[config.mk]
export PLATFORM = sky130hd
export DESIGN_NAME = write_back_flat
export DESIGN_NICKNAME = d
export VERILOG_FILES = /design/src/rtl/write_back_if.sv /design/src/rtl/write_back.sv /design/src/flat_wrapper.sv
export SDC_FILE = /design/constraint.sdc
export NUM_CORES = 1
export LEC_CHECK = 0
export CORE_MARGIN = 2
export CORE_UTILIZATION = 25
export DETAILED_ROUTE_END_ITERATION = 10
export GPL_ROUTABILITY_DRIVEN = 0
export HOLD_SLACK_MARGIN = 0.15
export SLEW_MARGIN = 10
export SYNTH_ARGS = -nofsm -noshare
export SYNTH_HDL_FRONTEND = slang
export SYNTH_SLANG_ARGS = --single-unit
[constraint.sdc]
create_clock -name CLK -period 2.2 [get_ports CLK]
set_input_delay 0.55 -clock CLK [delete_from_list [all_inputs] [get_ports CLK]]
set_output_delay 0.55 -clock CLK [all_outputs]
set_load 0.03 [all_outputs]
[src/rtl/write_back_if.sv]
// Memory-access to write-back token bus plus the UART RX handshake.
// The stage drives stall/uart_ready back to its producers.
interface write_back_if #(
  parameter int INST_MEM_WIDTH = 2
);
  logic                      distinct;
  logic                      AorF;
  logic                      RegWrite;
  logic [1:0]                MemtoReg;
  logic                      UARTtoReg;
  logic [31:0]               read_data;
  logic [31:0]               alu_result;
  logic [4:0]                rdist;
  logic [INST_MEM_WIDTH-1:0] pc;
  logic [INST_MEM_WIDTH-1:0] pc1;
  logic [7:0]                uart_data;
  logic                      uart_valid;
  logic                      uart_ready;
  logic                      stall;

  modport master (
    output distinct, AorF, RegWrite, MemtoReg, UARTtoReg,
    output read_data, alu_result, rdist, pc, pc1,
    output uart_data, uart_valid,
    input  uart_ready, stall
  );

  modport slave (
    input  distinct, AorF, RegWrite, MemtoReg, UARTtoReg,
    input  read_data, alu_result, rdist, pc, pc1,
    input  uart_data, uart_valid,
    output uart_ready, stall
  );
endinterface

[src/rtl/write_back.sv]
// Write-back stage: shared int/float write port, UART-read wait state.
// Optional WB_RETIRE_COUNT_EN adds a free-running retire_count output.
module write_back #(
  parameter int INST_MEM_WIDTH = 2
) (
  input  logic                      CLK,
  input  logic                      reset,
  write_back_if.slave               mem,
  output logic                      wb_we_int,
  output logic                      wb_we_float,
  output logic [4:0]                wb_addr,
  output logic [31:0]               wb_data,
  output logic                      retired,
  output logic [INST_MEM_WIDTH-1:0] retired_pc
`ifdef WB_RETIRE_COUNT_EN
  ,
  output logic [31:0]               retire_count
`endif
);

  typedef enum logic {
    RUN       = 1'b0,
    WAIT_UART = 1'b1
  } state_t;

  state_t                    state;
  logic                      cap_af;
  logic                      cap_rw;
  logic [4:0]                cap_rd;
  logic [INST_MEM_WIDTH-1:0] cap_pc;
  logic [31:0]               src;

  assign mem.stall      = (state == WAIT_UART);
  assign mem.uart_ready = (state == WAIT_UART);

  always_comb begin
    src = mem.alu_result;
    unique case (mem.MemtoReg)
      2'b01:   src = mem.read_data;
      2'b10:   src = 32'(mem.pc1);
      default: src = mem.alu_result;
    endcase
  end

  always_ff @(posedge CLK or negedge reset) begin
    if (!reset) begin
      state       <= RUN;
      cap_af      <= 1'b0;
      cap_rw      <= 1'b0;
      cap_rd      <= '0;
      cap_pc      <= '0;
      wb_we_int   <= 1'b0;
      wb_we_float <= 1'b0;
      wb_addr     <= '0;
      wb_data     <= '0;
      retired     <= 1'b0;
      retired_pc  <= '0;
    end else begin
      wb_we_int   <= 1'b0;
      wb_we_float <= 1'b0;
      retired     <= 1'b0;
      unique case (state)
        RUN: begin
          if (mem.distinct) begin
            if (mem.UARTtoReg) begin
              cap_af <= mem.AorF;
              cap_rw <= mem.RegWrite;
              cap_rd <= mem.rdist;
              cap_pc <= mem.pc;
              state  <= WAIT_UART;
            end else begin
              wb_we_int   <= mem.RegWrite & ~mem.AorF
                             & (mem.rdist != 5'd0);
              wb_we_float <= mem.RegWrite & mem.AorF;
              wb_addr     <= mem.rdist;
              wb_data     <= src;
              retired     <= 1'b1;
              retired_pc  <= mem.pc;
            end
          end
        end
        WAIT_UART: begin
          if (mem.uart_valid) begin
            wb_we_int   <= cap_rw & ~cap_af & (cap_rd != 5'd0);
            wb_we_float <= cap_rw & cap_af;
            wb_addr     <= cap_rd;
            wb_data     <= {24'b0, mem.uart_data};
            retired     <= 1'b1;
            retired_pc  <= cap_pc;
            state       <= RUN;
          end
        end
      endcase
    end
  end

`ifdef WB_RETIRE_COUNT_EN
  logic retire_d;

  assign retire_d = ((state == RUN) & mem.distinct & ~mem.UARTtoReg)
                  | ((state == WAIT_UART) & mem.uart_valid);

  always_ff @(posedge CLK or negedge reset) begin
    if (!reset)
      retire_count <= '0;
    else if (retire_d)
      retire_count <= retire_count + 32'd1;
  end
`endif

endmodule

[src/flat_wrapper.sv]
// flat-port wrapper written by rule: the top's interface ports become plain ports
module write_back_flat 
#(
  parameter int INST_MEM_WIDTH = 2
)
  (CLK, reset, wb_we_int, wb_we_float, wb_addr, wb_data, retired, retired_pc, mem_distinct, mem_AorF, mem_RegWrite, mem_MemtoReg, mem_UARTtoReg, mem_read_data, mem_alu_result, mem_rdist, mem_pc, mem_pc1, mem_uart_data, mem_uart_valid, mem_uart_ready, mem_stall);
  write_back_if #(.INST_MEM_WIDTH(INST_MEM_WIDTH)) mem_i ();
  input  logic CLK;
  input  logic reset;
  output logic wb_we_int;
  output logic wb_we_float;
  output logic [4:0] wb_addr;
  output logic [31:0] wb_data;
  output logic retired;
  output logic [INST_MEM_WIDTH-1:0] retired_pc;
  input wire logic [$bits(mem_i.distinct)-1:0] mem_distinct;
  input wire logic [$bits(mem_i.AorF)-1:0] mem_AorF;
  input wire logic [$bits(mem_i.RegWrite)-1:0] mem_RegWrite;
  input wire logic [$bits(mem_i.MemtoReg)-1:0] mem_MemtoReg;
  input wire logic [$bits(mem_i.UARTtoReg)-1:0] mem_UARTtoReg;
  input wire logic [$bits(mem_i.read_data)-1:0] mem_read_data;
  input wire logic [$bits(mem_i.alu_result)-1:0] mem_alu_result;
  input wire logic [$bits(mem_i.rdist)-1:0] mem_rdist;
  input wire logic [$bits(mem_i.pc)-1:0] mem_pc;
  input wire logic [$bits(mem_i.pc1)-1:0] mem_pc1;
  input wire logic [$bits(mem_i.uart_data)-1:0] mem_uart_data;
  input wire logic [$bits(mem_i.uart_valid)-1:0] mem_uart_valid;
  output wire logic [$bits(mem_i.uart_ready)-1:0] mem_uart_ready;
  output wire logic [$bits(mem_i.stall)-1:0] mem_stall;
  assign mem_i.distinct = mem_distinct;
  assign mem_i.AorF = mem_AorF;
  assign mem_i.RegWrite = mem_RegWrite;
  assign mem_i.MemtoReg = mem_MemtoReg;
  assign mem_i.UARTtoReg = mem_UARTtoReg;
  assign mem_i.read_data = mem_read_data;
  assign mem_i.alu_result = mem_alu_result;
  assign mem_i.rdist = mem_rdist;
  assign mem_i.pc = mem_pc;
  assign mem_i.pc1 = mem_pc1;
  assign mem_i.uart_data = mem_uart_data;
  assign mem_i.uart_valid = mem_uart_valid;
  assign mem_uart_ready = mem_i.uart_ready;
  assign mem_stall = mem_i.stall;
  write_back #(.INST_MEM_WIDTH(INST_MEM_WIDTH)) u_core (.CLK(CLK), .reset(reset), .mem(mem_i), .wb_we_int(wb_we_int), .wb_we_float(wb_we_float), .wb_addr(wb_addr), .wb_data(wb_data), .retired(retired), .retired_pc(retired_pc));
endmodule
# --- Yosys cells after proc, flatten, opt, wreduce, memory -nomap -nowiden ---
# Index checks and enable logic that the tools add are counted.
# Widths: inputs -> output; s select.
classes:
  add_sub_neg: 0
  mul: 0
  div: 0
  n_lt_le_gt_ge: 0
  n_eq_ne: 5
  shift: 0
  mux: 29
  bitwise_logic: 9
  reduce_logical: 4
op_table:
  columns: ["op", "count"]
  rows:
  - ["$pmux 32 s2", 2]
  - ["$mux 32", 3]
  - ["$mux 5", 3]
  - ["$mux 1", 12]
  - ["$pmux 5 s2", 1]
  - ["$reduce_bool 5->1", 2]
  - ["$pmux 1 s2", 4]
  - ["$and 1x1->1", 6]
  - ["$mux 2", 3]
  - ["$ne 2x2->1 const B", 3]
  - ["$reduce_and 3->1", 2]
  - ["$pmux 2 s2", 1]
  - ["$not 1->1", 3]
  - ["$eq 2x1->1 const B", 1]
  - ["$eq 2x2->1 const B", 1]
totals:
  register_bits: 52
  latchBits: 0
  ramBits: 0
  romBits: 0
  input_bits: 90
  memories: 0

# --- Depth between registers and ports, before layout ---
# Gate-level depths: netlist of run 1.
logic_depth:
  ltp_word: 6
  mapped_depth: 8
  ltp_nobuf: 5

# --- Worst setup path before layout of run 1 ---
# No wires, ideal clock.
synth_path:
  kind: "input to register"
  start: "input mem_MemtoReg[0]"
  end: "register u_core.wb_data[20]"
  setup_ns: 0.075
  arrival_time_ns: 1.659
  required_ns: 2.125
  slack_ns: 0.466
  path_stages: 8
  path_buffers: 3
  cell_sequence: "inv_1 -> ha_1 -> buf_2 -> nor2b_2 -> buf_4 -> buf_2 -> a22oi_1 -> o2bb2ai_2"
synth_between:
  elab_chain_cells: 5
  word_cells_on_any_way: 6
synth_lines:
  columns: ["element", "line", "source"]
  rows:
  - ["start, declared", "flat_wrapper.sv:19", "input wire logic [$bits(mem_i.MemtoReg)-1:0] mem_MemtoReg;"]
  - ["$eq 2x2->1 or $eq 2x1->1 (tied branches)", "write_back.sv:38", "unique case (mem.MemtoReg)"]
  - ["$pmux 32 s2 *", "write_back.sv:38", null]
  - ["$mux 32 *", "write_back.sv:65", "if (mem.UARTtoReg) begin"]
  - ["$mux 32 *", "write_back.sv:64", "if (mem.distinct) begin"]
  - ["$pmux 32 s2 *", "write_back.sv:62", "unique case (state)"]
  - ["end signal, assigned", "write_back.sv:76", "wb_data <= src;"]
  - ["end signal, assigned", "write_back.sv:87", "wb_data <= {24'b0, mem.uart_data};"]
  - ["end, declared", "write_back.sv:12", "output logic [31:0] wb_data,"]
# Mark *: on every way between the ends. The rest lies on a longest branch, timed or not. The select of a mux whose other input is x is not followed.
# A chain may end at the register's enable or synchronous reset.

# --- Worst setup path after layout of run 1 ---
layout_path:
  start: "input mem_MemtoReg[0]"
  end: "register u_core.wb_data[19]"
# The elaborated chain is that of the path after synthesis.

==> flow_metrics.py, run 1 <==
metrics = {
    "run_status": {
        "outcome": "completed",
    },
    "clock_tree": {
        "cts.repair.resized": 0,
        "path_clk_slew_ns": 0.10,
        "tritoncts": "yes",
        "clockBufferDepth": 2,
        "postCtsSetupRepairBufs": 0,
        "cts-htree-levels": 2,
        "cts-root-buf": "clkbuf_8",
        "numCtsBuffers": 5,
        "clkSinkCount": 52,
        "clk-insertion-delay-late_ns": 0.30,
        "holdBufCountCts": 0,
    },
    "sta": {
        "setup_tns_ns": 0,
        "finalCritPeriodShare_pct": 92.95,
        "clock.fmax_mhz": 489.0,
        "min_period_ns": 2.045,
        "worst_slew_pin_slew_ns": 0.6236,
        "setup_viol": 0,
        "maxSlewViolCount": 0,
        "slew_headroom_pct": 58.43,
        "rsz0062_at_grt": "false",
        "finalHoldViolations": 0,
        "skew_ns": 0.003541,
    },
    "route": {
        "vias_per_cell": 4.703,
        "first_iter_violations": 83,
        "vias": 2262,
        "avgRoutedWirePerCell_um": 16.86,
        "drtPass1Iterations": 4,
        "antenna_left": 0,
        "drt-total-wl_um": 8108,
        "drc": 0,
    },
    "logic_synthesis": {
        "yosysUniqueCellTypes": 30,
        "synth_nets": 299,
        "synth_top_area_cell": "dfrtp_1",
        "netlist_top_cells_area": "dfrtp_1 (48%), o2bb2ai_2 (13%), a22oi_1 (6.4%)",
        "synthCells": 207,
        "yosys_warnings": 0,
        "syn_area_per_cell_sq_um": 13.04,
        "ys.flop_type": "dfrtp_1",
        "synth_area_sq_um": 2700,
        "async_flop_share_pct": 100.0,
        "synth_top_area_share_pct": 48.19,
        "ys_ff_latch": 52,
        "synth_edf_count": 0,
        "synth_seq_area_share_pct": 48.19,
    },
    "global_route": {
        "antenna_found_initial": 0,
        "grt_pass1_wl_um": 12430,
        "gr-total-overflow": 0,
        "grt_pass1_vias": 2337,
        "grt.total_usage_pct": 13.58,
        "grt_max_degree": 30,
    },
    "floorplan": {
        "io_pins": 134,
        "die_w_um": 107.9,
        "core_area_sq_um": 10420,
        "dieArea_sq_um": 11650,
        "initial_core_util_pct": 25.92,
        "num_rows": 37,
        "die_y_um": 107.9,
    },
    "min_path": {
        "holdCritPathClass": "in -> async",
    },
    "worst_setup_path": {
        "critPathSlowestCell": "clkdlybuf4s50_1",
        "critPathLaunchType": "input port",
        "critical_path_class": "in -> reg",
        "cp_top_family": "buffers and inverters",
        "path_max_fanout": 23,
        "critPathCaptureType": "flop",
        "crit_chain": "clkdlybuf4s50_1, inv_1, ha_1, nor2b_2, buf_12, a22oi_1, o2bb2ai_2",
        "arrival_ns": 2.28,
        "cpPeakStageDelay_ns": 0.48,
        "path_buf_inv": 3,
        "cp.required_ns": 2.43,
    },
    "cells_and_area": {
        "syn2layout_area_growth_pct": 59.04,
        "finalInstanceArea_sq_um": 4294,
        "final_common_cell": "clkdlybuf4s50_1",
        "fin_nets": 435,
        "final_cell_mix": "clkdlybuf4s50_1 (130), dfrtp_1 (52), a22oi_1 (23), o2bb2ai_2 (23), buf_4 (14)",
        "drive_above_1_share_pct": 24.71,
    },
    "run": {
        "cap_viol_max_count": 0,
    },
    "pwr": {
        "p_leak_uw": 0.001682,
        "ir_worst_vdd_uv": 330.0,
        "power.density_nw_per_um2": 732.2,
    },
    "placed_design": {
        "numPortBuffers": 133,
        "hpwl_um": 6108,
        "placed_area_sq_um": 4199,
    },
}
worst paths after layout:
check                                     endpoint  slack [ns]              from  cells past startpoint
worst max-delay path            u_core.wb_data[19]        0.16   mem_MemtoReg[0]                      7
worst min-delay path              u_core.cap_pc[1]        0.25             reset                      1
worst max register to register   u_core.wb_addr[4]        0.68  u_core.mem.stall                      4
worst min register to register    u_core.wb_we_int        0.50     u_core.cap_af                      1
max in group asynchronous        u_core.wb_data[0]        1.37             reset                      2
min in group CLK                  u_core.wb_we_int        0.50     u_core.cap_af                      1
area by class of cell:
cell class / instances / area [sq um]
tap: 136 / 170.2
fill: 998 / 6122
timing repair buffer: 148 / 1471
clock buffer: 6 / 82.58
multi-input combinational: 131 / 1237
clock inverter: 2 / 10.01
sequential: 52 / 1301
antenna: 1 / 2.502
inverter: 5 / 18.77
cells in the mapped netlist, drive strengths merged, types with 5 or more instances:
master	number
mux2i	7
mux2	11
o21ai	10
dfrtp	52
o31ai	8
nand2	5
o2bb2ai	23
buf	15
nand3	16
a221oi	8
nor2	7
a22oi	23
power by group:
part           switching, uW  internal, uW
logic                    663           636
registers                129          1140
clock network            328           252
total                   1120          2020
stage by stage:
stage / utilization [%] / power, uW / hold slack [ns] / setup slack (ns) / instances
after floorplan: - / 1996 / 0.2544 / 0.4661 / 207
after global placement: 40.31 / 2582 / 0.4852 / -0.1158 / 472
after detailed placement: 40.31 / 2596 / 0.4826 / -0.1653 / 472
after CTS: 41.20 / 3204 / 0.2617 / 0.1563 / 480
after global routing: 41.20 / 3306 / 0.2810 / 0.07218 / 480
final: 41.23 / 3144 / 0.2519 / 0.1551 / 481
cells by family after synthesis:
family,Yosys count,synth area share (%)
mux,18,7.183
compound gates,76,29.05
buf+inv,24,6.394
simple gates,35,8.249
fa+ha+maj,2,0.9266
flops,52,48.19
registers in the layout, indices dropped and copies added (netlist names):
signal and cells:
u_core.wb_we_int 1, u_core.cap_pc 2, u_core.wb_addr 5, u_core.cap_af 1, u_core.retired 1, u_core.wb_data 32
u_core.wb_we_float 1, u_core.retired_pc 2, u_core.mem.stall 1, u_core.cap_rw 1, u_core.cap_rd 5
per-layer routing:
| layer | track usage [%] | vias up | routed length, um |
|---|---|---|---|
| met3 | 3.450 | 2 | 570 |
| met4 | 2.198 | 0 | 27 |
| met1 | 18.39 | 1102 | 3630 |
| li1 | - | 1080 | - |
| met5 | 0 | - | 0 |
| met2 | 22.28 | 78 | 3880 |
(Power assumes the default switching activity.)
==> inputs of run 2 (changes only) <==
--- a/config.mk
+++ b/config.mk
@@ -10,6 +10,7 @@
 export DETAILED_ROUTE_END_ITERATION = 10
 export GPL_ROUTABILITY_DRIVEN = 0
 export HOLD_SLACK_MARGIN = 0.15
+export PLACE_DENSITY = 0.61
 export SLEW_MARGIN = 10
 export SYNTH_ARGS = -nofsm -noshare
 export SYNTH_HDL_FRONTEND = slang
==> run 2 against run 1 <==
  * Clock-buffer cell count did not move
  * Critical endpoint is now u_core.wb_data[1]
  * Global-route usage barely moved
  * Clock power rose by 13%
  * Final cell count rose by 0.83%
  * Maximum frequency rose by 4.2%
  * Worst hold slack got worse by 0.00060 ns
==> flow_metrics.py, run 2 (same netlist as run 1, synthesis figures left out) <==
metrics = {
    "global_route": {
        "grt_pass1_wl_um": 12340,
        "gr-total-overflow": 0,
        "grt_max_degree": 28,
        "grt_pass1_vias": 2301,
        "antenna_found_initial": 0,
        "grt.total_usage_pct": 13.55,
    },
    "sta": {
        "rsz0062_at_grt": "false",
        "setup_viol": 0,
        "whs_ns": 0.2513,
        "finalCritPeriodShare_pct": 89.23,
        "maxSlewViolCount": 0,
        "setup_slack_ns": 0.2369,
        "slew_headroom_pct": 76.50,
        "clock.fmax_mhz": 509.4,
        "worst_slew_pin_slew_ns": 0.3513,
        "skew_ns": 0.006450,
        "min_period_ns": 1.963,
        "finalHoldViolations": 0,
    },
    "clock_tree": {
        "postCtsSetupRepairBufs": 0,
        "cts.repair.resized": 0,
        "cts-root-buf": "clkbuf_8",
        "path_clk_slew_ns": 0.10,
        "numCtsBuffers": 5,
        "clk-insertion-delay-late_ns": 0.30,
        "tritoncts": "yes",
        "holdBufCountCts": 0,
        "cts-htree-levels": 2,
        "clkSinkCount": 52,
        "clockBufferDepth": 2,
    },
    "worst_setup_path": {
        "r2r_slack_ns": 0.73,
        "reg2reg_depth": 4,
        "critical_path_class": "in -> reg",
        "arrival_ns": 2.16,
        "critPathSlowestCell": "clkdlybuf4s50_1",
        "cp.required_ns": 2.39,
        "critPathLaunchType": "input port",
        "cpPeakStageDelay_ns": 0.42,
        "path_common_cell": "buf_4",
        "crit_chain": "clkdlybuf4s50_1, buf_4, ha_1, buf_4, a221oi_1, o31ai_1, mux2_2",
        "path_max_fanout": 3,
        "r2r_start": "u_core.mem.stall",
        "critPathCaptureType": "flop",
        "r2r-end": "u_core.wb_addr[0]",
        "crit_start": "mem_MemtoReg[0]",
    },
    "floorplan": {
        "die_w_um": 107.9,
        "num_rows": 37,
        "die_y_um": 107.9,
        "initial_core_util_pct": 25.92,
        "core_area_sq_um": 10420,
        "dieArea_sq_um": 11650,
        "io_pins": 134,
    },
    "cells_and_area": {
        "finalInstanceArea_sq_um": 4344,
        "fin_nets": 440,
        "largest_register_ff_count": 32,
        "drive_above_1_share_pct": 25.50,
        "utilization_pct": 41.71,
        "final_common_cell": "clkdlybuf4s50_1",
        "diodes": 0,
        "top_regs": "u_core.wb_data x32, u_core.cap_rd x5, u_core.wb_addr x5",
        "top_register": "u_core.wb_data",
        "final_cell_mix": "clkdlybuf4s50_1 (130), dfrtp_1 (52), a22oi_1 (23), o2bb2ai_2 (23), buf_4 (19)",
        "syn2layout_area_growth_pct": 60.89,
    },
    "route": {
        "drt-total-wl_um": 7857,
        "drc": 0,
        "antenna_left": 0,
        "vias": 2266,
        "first_iter_violations": 112,
        "vias_per_cell": 4.672,
        "drtPass1Iterations": 4,
        "avgRoutedWirePerCell_um": 16.20,
    },
    "pwr": {
        "power.density_nw_per_um2": 742.6,
        "p_leak_uw": 0.001714,
        "internal-power_uw": 2121,
        "combPwrFrac_pct": 40.6,
        "total_power_uw": 3226,
        "switching_power_uw": 1105,
        "swShare_pct": 34.25,
        "power.share.clock_pct": 20.3,
        "ir_worst_vdd_uv": 276.0,
        "seq_power_share_pct": 39.2,
    },
    "placed_design": {
        "hpwl_um": 6093,
        "placed_area_sq_um": 4237,
        "numPortBuffers": 133,
        "place_ws_ns": -0.07801,
    },
    "run": {
        "cap_viol_max_count": 0,
    },
    "min_path": {
        "holdCritPathClass": "in -> async",
    },
    "run_status": {
        "outcome": "completed",
    },
}
[run 2: cell types whose count changed in the layout (fill, tap and decap cells not counted)]
| cell | before | now |
|---|---|---|
| diode_2 | 1 | 0 |
| buf_4 | 14 | 19 |
| clkinv_2 | 2 | 1 |
| bufinv_16 | 0 | 1 |
| clkbuf_8 | 6 | 5 |
| clkbuf_1 | 0 | 1 |
[run 2: worst max path at each step]
| stage | cells past startpoint | to | slack, ns |
|---|---|---|---|
| floorplan | 8 | u_core.wb_data[20] | 0.47 |
| global placement | 7 | u_core.wb_data[24] | -0.05 |
| detailed placement | 7 | u_core.wb_data[1] | -0.08 |
| CTS | 1 | wb_data[7] | 0.24 |
| global route | 7 | u_core.wb_data[27] | 0.13 |
| finish | 7 | u_core.wb_data[1] | 0.24 |
[run 2: routing by layer]
layer	track usage, %	wire (um)	vias to the layer above
met2	22.10	3810	84
met4	2.473	31	0
met5	0	0	-
met3	3.450	514	2
li1	-	-	1085
met1	18.35	3500	1095
[run 2: worst max-delay path, delay by kind of cell]
family                     cells  cell delay [ns]
AOI/OAI and AO/OA              2             0.44
buffers and inverters          3             0.70
adders and majority gates      1             0.20
muxes                          1             0.28
[run 2: per-stage QoR]
step | cells | TNS (ns)
global placement | 477 | -0.2707
global route | 485 | 0
detailed placement | 477 | -0.9607
floorplan | 207 | 0
CTS | 485 | 0
finish | 485 | 0
[run 2: area by class of cell]
cell class              count  area, sq um
repair buffers            153         1509
flip-flops and latches     52         1301
fillers                  1010         6072
clock inverters             2        35.03
multi-input cells         131         1237
inverters                   5        18.77
clock buffers               6        72.57
well taps                 136        170.2
[run 2: power by group through the flow]
stage	Clock [uW]	Sequential [uW]	Combinational [uW]
finish	653	1260	1310
global route	721	1290	1390
CTS	686	1260	1330
detailed placement	0	1280	1320
global placement	0	1280	1310
floorplan	0	1550	443
